### config.mk
export PLATFORM = sky130hd
export DESIGN_NAME = reg_file_sb
export DESIGN_NICKNAME = d
export VERILOG_FILES = /design/src/rtl/cpu_pkg.sv /design/src/rtl/reg_file_rdport.sv /design/src/rtl/reg_file_sb.sv
export SDC_FILE = /design/constraint.sdc
export NUM_CORES = 1
export LEC_CHECK = 0
export ABC_AREA = 1
export CORE_ASPECT_RATIO = 0.75
export CORE_MARGIN = 4
export CORE_UTILIZATION = 35
export DETAILED_ROUTE_END_ITERATION = 10
export MAX_ROUTING_LAYER = met4
export PLACE_DENSITY = 0.53
export SLEW_MARGIN = 25
export SYNTH_ARGS = -nofsm -noshare
export SYNTH_HDL_FRONTEND = slang
export SYNTH_HIERARCHICAL = 1
export SYNTH_SLANG_ARGS = --single-unit
### constraint.sdc
create_clock -name CLK -period 4 [get_ports CLK]
set_input_delay 0.8 -clock CLK [delete_from_list [all_inputs] [get_ports CLK]]
set_output_delay 0.8 -clock CLK [all_outputs]
set_load 0.005 [all_outputs]
### src/rtl/cpu_pkg.sv
// Shared CPU defaults for register-file geometry and the architectural reset value.
package cpu_pkg;

    localparam int DATA_W_DEF = 8;
    localparam int DEPTH_DEF  = 8;
    localparam int ADDR_W_DEF = $clog2(DEPTH_DEF);

    localparam logic [DATA_W_DEF-1:0] RESET_VALUE = {DATA_W_DEF{1'b0}};

endpackage

### src/rtl/reg_file_rdport.sv
// One asynchronous read port: zero register, write bypass (port 1 over port 0)
// and operand-valid generation from the scoreboard busy bit.
module reg_file_rdport #(
    parameter int DATA_W   = 8,
    parameter int ADDR_W   = 3,
    parameter int BYPASS   = 1,
    parameter int ZERO_REG = 0
) (
    input  logic [ADDR_W-1:0] rd_addr_i,
    input  logic [DATA_W-1:0] stored_data_i,
    input  logic              stored_busy_i,
    input  logic              wr0_en_i,
    input  logic [ADDR_W-1:0] wr0_addr_i,
    input  logic [DATA_W-1:0] wr0_data_i,
    input  logic              wr1_en_i,
    input  logic [ADDR_W-1:0] wr1_addr_i,
    input  logic [DATA_W-1:0] wr1_data_i,
    output logic [DATA_W-1:0] rd_data_o,
    output logic              rd_valid_o
);

    localparam bit USE_ZERO = (ZERO_REG != 0);
    localparam bit USE_BYP  = (BYPASS != 0);

    logic is_zero;
    logic hit1;
    logic hit0;

    assign is_zero = USE_ZERO && (rd_addr_i == {ADDR_W{1'b0}});
    assign hit1    = USE_BYP && wr1_en_i && (wr1_addr_i == rd_addr_i);
    assign hit0    = USE_BYP && wr0_en_i && (wr0_addr_i == rd_addr_i);

    // Read data and valid selection; a bypassed value is by definition not pending.
    always_comb begin
        rd_data_o  = stored_data_i;
        rd_valid_o = ~stored_busy_i;
        if (is_zero) begin
            rd_data_o  = {DATA_W{1'b0}};
            rd_valid_o = 1'b1;
        end else if (hit1) begin
            rd_data_o  = wr1_data_i;
            rd_valid_o = 1'b1;
        end else if (hit0) begin
            rd_data_o  = wr0_data_i;
            rd_valid_o = 1'b1;
        end else begin
            rd_data_o  = stored_data_i;
            rd_valid_o = ~stored_busy_i;
        end
    end

endmodule

### src/rtl/reg_file_sb.sv
// Dual-write register file with per-register busy scoreboard and two bypassing
// asynchronous read ports.
module reg_file_sb
    import cpu_pkg::*;
#(
    parameter int DATA_W   = DATA_W_DEF,
    parameter int DEPTH    = DEPTH_DEF,
    parameter int ADDR_W   = $clog2(DEPTH),
    parameter int BYPASS   = 1,
    parameter int ZERO_REG = 0
) (
    input  logic              CLK,
    input  logic              RESET,
    input  logic              WRITE0,
    input  logic [ADDR_W-1:0] INADDRESS0,
    input  logic [DATA_W-1:0] IN0,
    input  logic              WRITE1,
    input  logic [ADDR_W-1:0] INADDRESS1,
    input  logic [DATA_W-1:0] IN1,
    input  logic              RESERVE,
    input  logic [ADDR_W-1:0] RESERVEADDRESS,
    input  logic [ADDR_W-1:0] OUT1ADDRESS,
    input  logic [ADDR_W-1:0] OUT2ADDRESS,
    output logic [DATA_W-1:0] OUT1,
    output logic [DATA_W-1:0] OUT2,
    output logic              OUT1_VALID,
    output logic              OUT2_VALID,
    output logic [DEPTH-1:0]  BUSY
);

    // Register 0 is excluded from every update when it is hardwired to zero.
    localparam logic [DEPTH-1:0] WR_MASK = (ZERO_REG != 0) ?
        {{(DEPTH-1){1'b1}}, 1'b0} : {DEPTH{1'b1}};

    logic [DATA_W-1:0] mem_q [DEPTH];
    logic [DATA_W-1:0] mem_d [DEPTH];
    logic [DEPTH-1:0]  busy_q;
    logic [DEPTH-1:0]  busy_d;
    logic [DEPTH-1:0]  we0;
    logic [DEPTH-1:0]  we1;
    logic [DEPTH-1:0]  rsv;

    // Next-state: reset beats everything, port 1 beats port 0, reserve beats write-clear.
    always_comb begin
        we0    = {DEPTH{1'b0}};
        we1    = {DEPTH{1'b0}};
        rsv    = {DEPTH{1'b0}};
        busy_d = busy_q;
        for (int i = 0; i < DEPTH; i++) begin
            we0[i] = WRITE0  && (INADDRESS0     == ADDR_W'(i)) && WR_MASK[i];
            we1[i] = WRITE1  && (INADDRESS1     == ADDR_W'(i)) && WR_MASK[i];
            rsv[i] = RESERVE && (RESERVEADDRESS == ADDR_W'(i)) && WR_MASK[i];
            mem_d[i] = mem_q[i];
            if (RESET) begin
                mem_d[i]  = {DATA_W{1'b0}};
                busy_d[i] = 1'b0;
            end else begin
                if (we1[i]) begin
                    mem_d[i] = IN1;
                end else if (we0[i]) begin
                    mem_d[i] = IN0;
                end else begin
                    mem_d[i] = mem_q[i];
                end
                if (rsv[i]) begin
                    busy_d[i] = 1'b1;
                end else if (we0[i] || we1[i]) begin
                    busy_d[i] = 1'b0;
                end else begin
                    busy_d[i] = busy_q[i];
                end
            end
        end
    end

    // Storage and scoreboard registers.
    always_ff @(posedge CLK) begin
        mem_q  <= mem_d;
        busy_q <= busy_d;
    end

    assign BUSY = busy_q;

    reg_file_rdport #(
        .DATA_W(DATA_W), .ADDR_W(ADDR_W), .BYPASS(BYPASS), .ZERO_REG(ZERO_REG)
    ) u_rd1 (
        .rd_addr_i    (OUT1ADDRESS),
        .stored_data_i(mem_q[OUT1ADDRESS]),
        .stored_busy_i(busy_q[OUT1ADDRESS]),
        .wr0_en_i     (WRITE0),
        .wr0_addr_i   (INADDRESS0),
        .wr0_data_i   (IN0),
        .wr1_en_i     (WRITE1),
        .wr1_addr_i   (INADDRESS1),
        .wr1_data_i   (IN1),
        .rd_data_o    (OUT1),
        .rd_valid_o   (OUT1_VALID)
    );

    reg_file_rdport #(
        .DATA_W(DATA_W), .ADDR_W(ADDR_W), .BYPASS(BYPASS), .ZERO_REG(ZERO_REG)
    ) u_rd2 (
        .rd_addr_i    (OUT2ADDRESS),
        .stored_data_i(mem_q[OUT2ADDRESS]),
        .stored_busy_i(busy_q[OUT2ADDRESS]),
        .wr0_en_i     (WRITE0),
        .wr0_addr_i   (INADDRESS0),
        .wr0_data_i   (IN0),
        .wr1_en_i     (WRITE1),
        .wr1_addr_i   (INADDRESS1),
        .wr1_data_i   (IN1),
        .rd_data_o    (OUT2),
        .rd_valid_o   (OUT2_VALID)
    );

endmodule

-- Word-level counts from Yosys, hierarchy flattened
Index checks and enable logic that the tools add are counted.
- input port bits: 36
- logic and storage cells: 154
- flip-flop bits (word level): 72
- output and inout bits: 26
- $lt $le $gt $ge: 4
- reduce and logical (&&, ||, !) cells: 55
- equal/unequal tests: 25
- muxes and demuxes: 50
- bitwise operators: 4
- operators with widths (kind ; count):
    8-bit 2-to-1 mux ; 24
    8-bit binary-select mux with 3-bit select ; 2
    3-bit == test (second input constant) ; 12
    2-bit nonzero test ; 16
    1-bit logical AND ; 28
    1-bit 2-to-1 mux ; 22
    3-bit by 2-bit == test with 1-bit output (second input constant) ; 6
    3-bit == test ; 4
    3-bit by 1-bit == test with 1-bit output (second input constant) ; 3
    3-bit logical NOT ; 3
    4-bit >= comparator (second input constant) ; 2
    1-bit logical OR ; 8
    3-bit by 4-bit less-than comparator with 1-bit output (second input constant) ; 2
    3-bit inverter with 4-bit output ; 2
    1-bit binary-select mux with 3-bit select ; 2
    1-bit inverter ; 2

-- Logic depth before layout (Yosys ltp)
Gate-level depths: netlist of the first run.
- word-level depth: 6
- gate-level depth with buffers: 11
- mapped depth without buffers: 10

-- Hierarchy
Netlist of the first run, hierarchy kept.
- by module, submodules not included (module ; times used ; cells each ; area an instance (µm²) ; sequential area each (µm²)):
    reg_file_sb ; 1 ; 844 ; 4840.9 ; 1441.4
    reg_file_rdport ; 2 ; 85 ; 447.9 ; 0.0

-- Worst setup path before layout of the first run
Ideal clock, no wire load.
- path type: input -> output
- from: input port OUT1ADDRESS[0]
- to: output port OUT1[6]
- required time: 3.200 ns
- path slack: 1.413 ns
- arrival time: 1.787 ns
- cell stages on the path: 11
- buffers on the path: 2
- path through: buf_2 clkinv_1 buf_2 nor2_1 o21ai_0 nand2_1 nand2_1 inv_1 nand2_1 nand3_1 nand2_1
- longest elaborated chain between the ends: 6
- elaborated cells on any way between the ends: 10
- those cells by class: eq/ne (2); mux (5); bitwise (1); reduce/logical (2)
- ends and longest elaborated chain (item ; line ; source):
    start: declaration ; reg_file_sb.sv:22 ; input logic [ADDR_W-1:0] OUT1ADDRESS,
    3-bit inverter with 4-bit output (implied by the code) ; reg_file_sb.sv:88 ; .stored_data_i(mem_q[OUT1ADDRESS]),
    8-bit binary-select mux with 3-bit select ; reg_file_sb.sv:88 ;
    8-bit 2-to-1 mux (implied by the code) (2 in series) ; reg_file_sb.sv:88 ;
    8-bit 2-to-1 mux ; reg_file_rdport.sv:43 ; end else if (hit0) begin
    8-bit 2-to-1 mux * ; reg_file_rdport.sv:40 ; end else if (hit1) begin
    end: declaration ; reg_file_sb.sv:24 ; output logic [DATA_W-1:0] OUT1,
Every way passes the cells marked *; elsewhere a longest branch is shown, timed or not. The select of a mux whose other input is x is not followed.

-- Final worst setup path of the first run
- from: input port OUT1ADDRESS[1]
- to: output port OUT1[0]
The elaborated chain is that of the path after synthesis.

==> results of run 1 <==
[worst max-delay path, stage by stage]
cell and delay (ps):
clkdlybuf4s50_1 500, buf_12 210, o21ai_0 100, o21ai_0 390
nand2_1 120, nand2_1 90, inv_1 40, nand2_1 60
nand3_1 60, nand2_1 70, clkdlybuf4s50_1 490
[cells in the mapped netlist]
cell type    n
nand2_2     21
nand2_1    321
o21ai_0    110
a21oi_1     77
xor2_1       2
buf_2        8
nor2_4       9
inv_1      124
nand2_8      2
buf_1        5
o21ai_1      4
nor2_2       6
clkbuf_1    22
clkinv_2     1
nand3_1    136
dfxtp_1     72
nand2_4      9
inv_2       12
inv_6        2
nor2_1      58
o211ai_1     5
nor2_8       4
clkinv_1     4
[layout make-up]
class	instances	area, µm²	area share [%]
multi-input combinational	764	3610	51.9
sequential	72	1440	20.7
timing repair buffer	82	783	11.3
inverter	143	548	7.89
tap	210	263	3.78
clock buffer	10	239	3.44
clock inverter	6	67.6	0.972
[logic make-up (layout without fill, tap and decap cells)]
| logic type | after synthesis | after routing | synth area share, % |
|---|---|---|---|
| AND/OR/NAND/NOR | 566 | 566 | 45.2 |
| buffers and inverters | 178 | 241 | 12.0 |
| XOR/XNOR | 2 | 2 | 0.305 |
| AO/OA/AOI/OAI | 196 | 196 | 17.3 |
| flip-flops | 72 | 72 | 25.1 |
[final timing paths]
check | start | to | depth (start not counted)
hold / removal | mem_q[18] | mem_q[18] | 2
hold reg to reg | mem_q[18] | mem_q[18] | 2
setup reg to reg | mem_q[36] | mem_q[36] | 4
setup / recovery | OUT1ADDRESS[1] | OUT1[0] | 11
[power breakdown]
part | leakage (nW) | switching [W] | total (W) | internal (W)
Sequential | 0.586 | 0.0000279 | 0.000776 | 0.000748
Clock | 0.145 | 0.000348 | 0.000850 | 0.000502
Combinational | 2.58 | 0.000351 | 0.000561 | 0.000210
Total | 3.31 | 0.000727 | 0.00219 | 0.00146
[flip-flops by register name (all words and copies together) (netlist names)]
signal and flops:
BUSY 8, mem_q 64
[through the flow]
stage	setup slack [ps]	cells	total power, W	cell area (µm²)
2_1_floorplan	1410	1014	0.00110	5740
5_1_grt	151	1287	0.00229	6950
6_report	264	1287	0.00219	6950
3_3_place_gp	257	1271	0.00135	6640
3_5_place_dp	284	1271	0.00134	6640
4_1_cts	277	1287	0.00219	6950
[placed cells by master (no fill, tap or decap)]
master           Yosys  final
a21oi_1             77     77
buf_12               0      2
buf_2                8      2
buf_4                0     19
bufinv_16            0      1
clkbuf_16            0      9
clkbuf_8             0      1
clkdlybuf4s50_1      0     59
clkinv_1             4      4
clkinv_2             1      2
clkinv_4             0      1
clkinvlp_4           0      2
dfxtp_1             72     72
inv_1              124    123
inv_2               12     13
inv_6                2      3
nand2_1            321    321
nand2_2             21     21
nand2_4              9      9
nand2_8              2      2
nand3_1            136    136
nor2_1              58     58
nor2_2               6      6
nor2_4               9      9
nor2_8               4      4
o211ai_1             5      5
o21ai_0            110    110
o21ai_1              4      4
xor2_1               2      2
[per-layer routing]
metal	global-route usage (%)	vias up
met5	-	-
met4	4.37	0
met3	4.83	21
met2	32.8	317
met1	40.3	3016
li1	-	3344
==> results.sh, run 1 <==
export IMPL_outcome="finished clean"
export IMPL_yosysTopAreaCell="dfxtp_1"
export IMPL_postCtsSetupRepairBufs=0
export IMPL_tritoncts="yes"
export IMPL_synth_nets=1050
export IMPL_max_cap_violations=0
export IMPL_cts_hold_buf=0
export IMPL_wl_met2_um=9020
export IMPL_synth_cells=1014
export IMPL_nNetsFinal=1108
export IMPL_numCtsBuffers=9
export IMPL_cts_root_buf="clkbuf_16"
export IMPL_grt_pass1_vias=5830
export IMPL_ys_seq_area_share_pct=25.1
export IMPL_drive_gt1_share_pct=9.84
export IMPL_postRouteAntennaNets=0
export IMPL_rows=40
export IMPL_drv_slew=0
export IMPL_route_detailed_wl_per_inst_um=17.8
export IMPL_synth_seq_cells=72
export IMPL_yosys_warnings=6
export IMPL_yosysUniqueCellTypes=23
export IMPL_die_area_um2=18500
export IMPL_post_route_util_pct=43.2
export IMPL_p_leak_nw=3.31
export IMPL_crit_fanout=38
export IMPL_wl_um=22900
export IMPL_globalplace_congestion=0.984
export IMPL_num_vias=6698
export IMPL_vdd_drop_max_uv=197
export IMPL_setup_viol=0
export IMPL_ioPinCount=62
export IMPL_cts_resized=0
export IMPL_clockBufferDepth=2
export IMPL_setup_tns_ps=0
export IMPL_area_growth_pct=21.1
export IMPL_clk_pin_slew_ps=60
export IMPL_hold_ws_ps=467
export IMPL_cp_data_arrival_time_ps=2940
export IMPL_criticalPathCategory="in -> out"
export IMPL_setup_worst_path_start_class="primary input"
export IMPL_power_density_nw_per_um2=315
export IMPL_cp_required_ps=3200
export IMPL_die_h_um=119
export IMPL_max_slew_worst_pin_slew_ps=689
export IMPL_drtPass1Iterations=5
export IMPL_track_usage_pct=25.3
export IMPL_drt_iter0_markers=736
export IMPL_synth_area_leaders="dfxtp_1 25%, nand2_1 21%, nand3_1 12%"
export IMPL_core_um2=16100
export IMPL_place_hpwl_um=17800
export IMPL_cts_htree_levels=3
export IMPL_io_buffers=61
export IMPL_fill_cells=1789
export IMPL_ff2ff_setup_slack_ps=3210
export IMPL_clock_skew_ps=0
export IMPL_cts_sinks=72
export IMPL_max_freq_ghz=0.268
export IMPL_hold_path_class="reg -> reg"
export IMPL_netlist_area_um2=5740
export IMPL_top_layer="met4"
export IMPL_rsz0062_at_grt="false"
export IMPL_wl_met1_um=11500
export IMPL_antenna_found_initial=0
export IMPL_drc=0
export IMPL_yosysTopAreaCellShare_pct=25.1
export IMPL_cp_end_kind="output pin"
export IMPL_finalHoldViolations=0
export IMPL_vias_per_cell=5.20
export IMPL_antennaDiodeCount=0
export IMPL_min_period_ps=3740
export IMPL_die_x_um=156
export IMPL_wl_met3_um=2230
export IMPL_grt_first_pass_wirelength_um=35300
export IMPL_start_util_pct=35.7
export IMPL_finalCritPeriodShare_pct=93.4
export IMPL_grt_start_max_net_pins=42
export IMPL_grt_overflow=0
export IMPL_slew_headroom_pct=53.9
export IMPL_postSynthAreaPerCell_um2=5.66
export IMPL_clock_latency_ps=340
(Power assumes the default switching activity.)
==> inputs of run 2 (changes only) <==
--- a/config.mk
+++ b/config.mk
@@ -6,6 +6,7 @@
 export NUM_CORES = 1
 export LEC_CHECK = 0
 export ABC_AREA = 1
+export CAP_MARGIN = 20
 export CORE_ASPECT_RATIO = 0.75
 export CORE_MARGIN = 4
 export CORE_UTILIZATION = 35
==> results of run 2 <==
Final layout, timing and power as in run 1 (identical DEF).
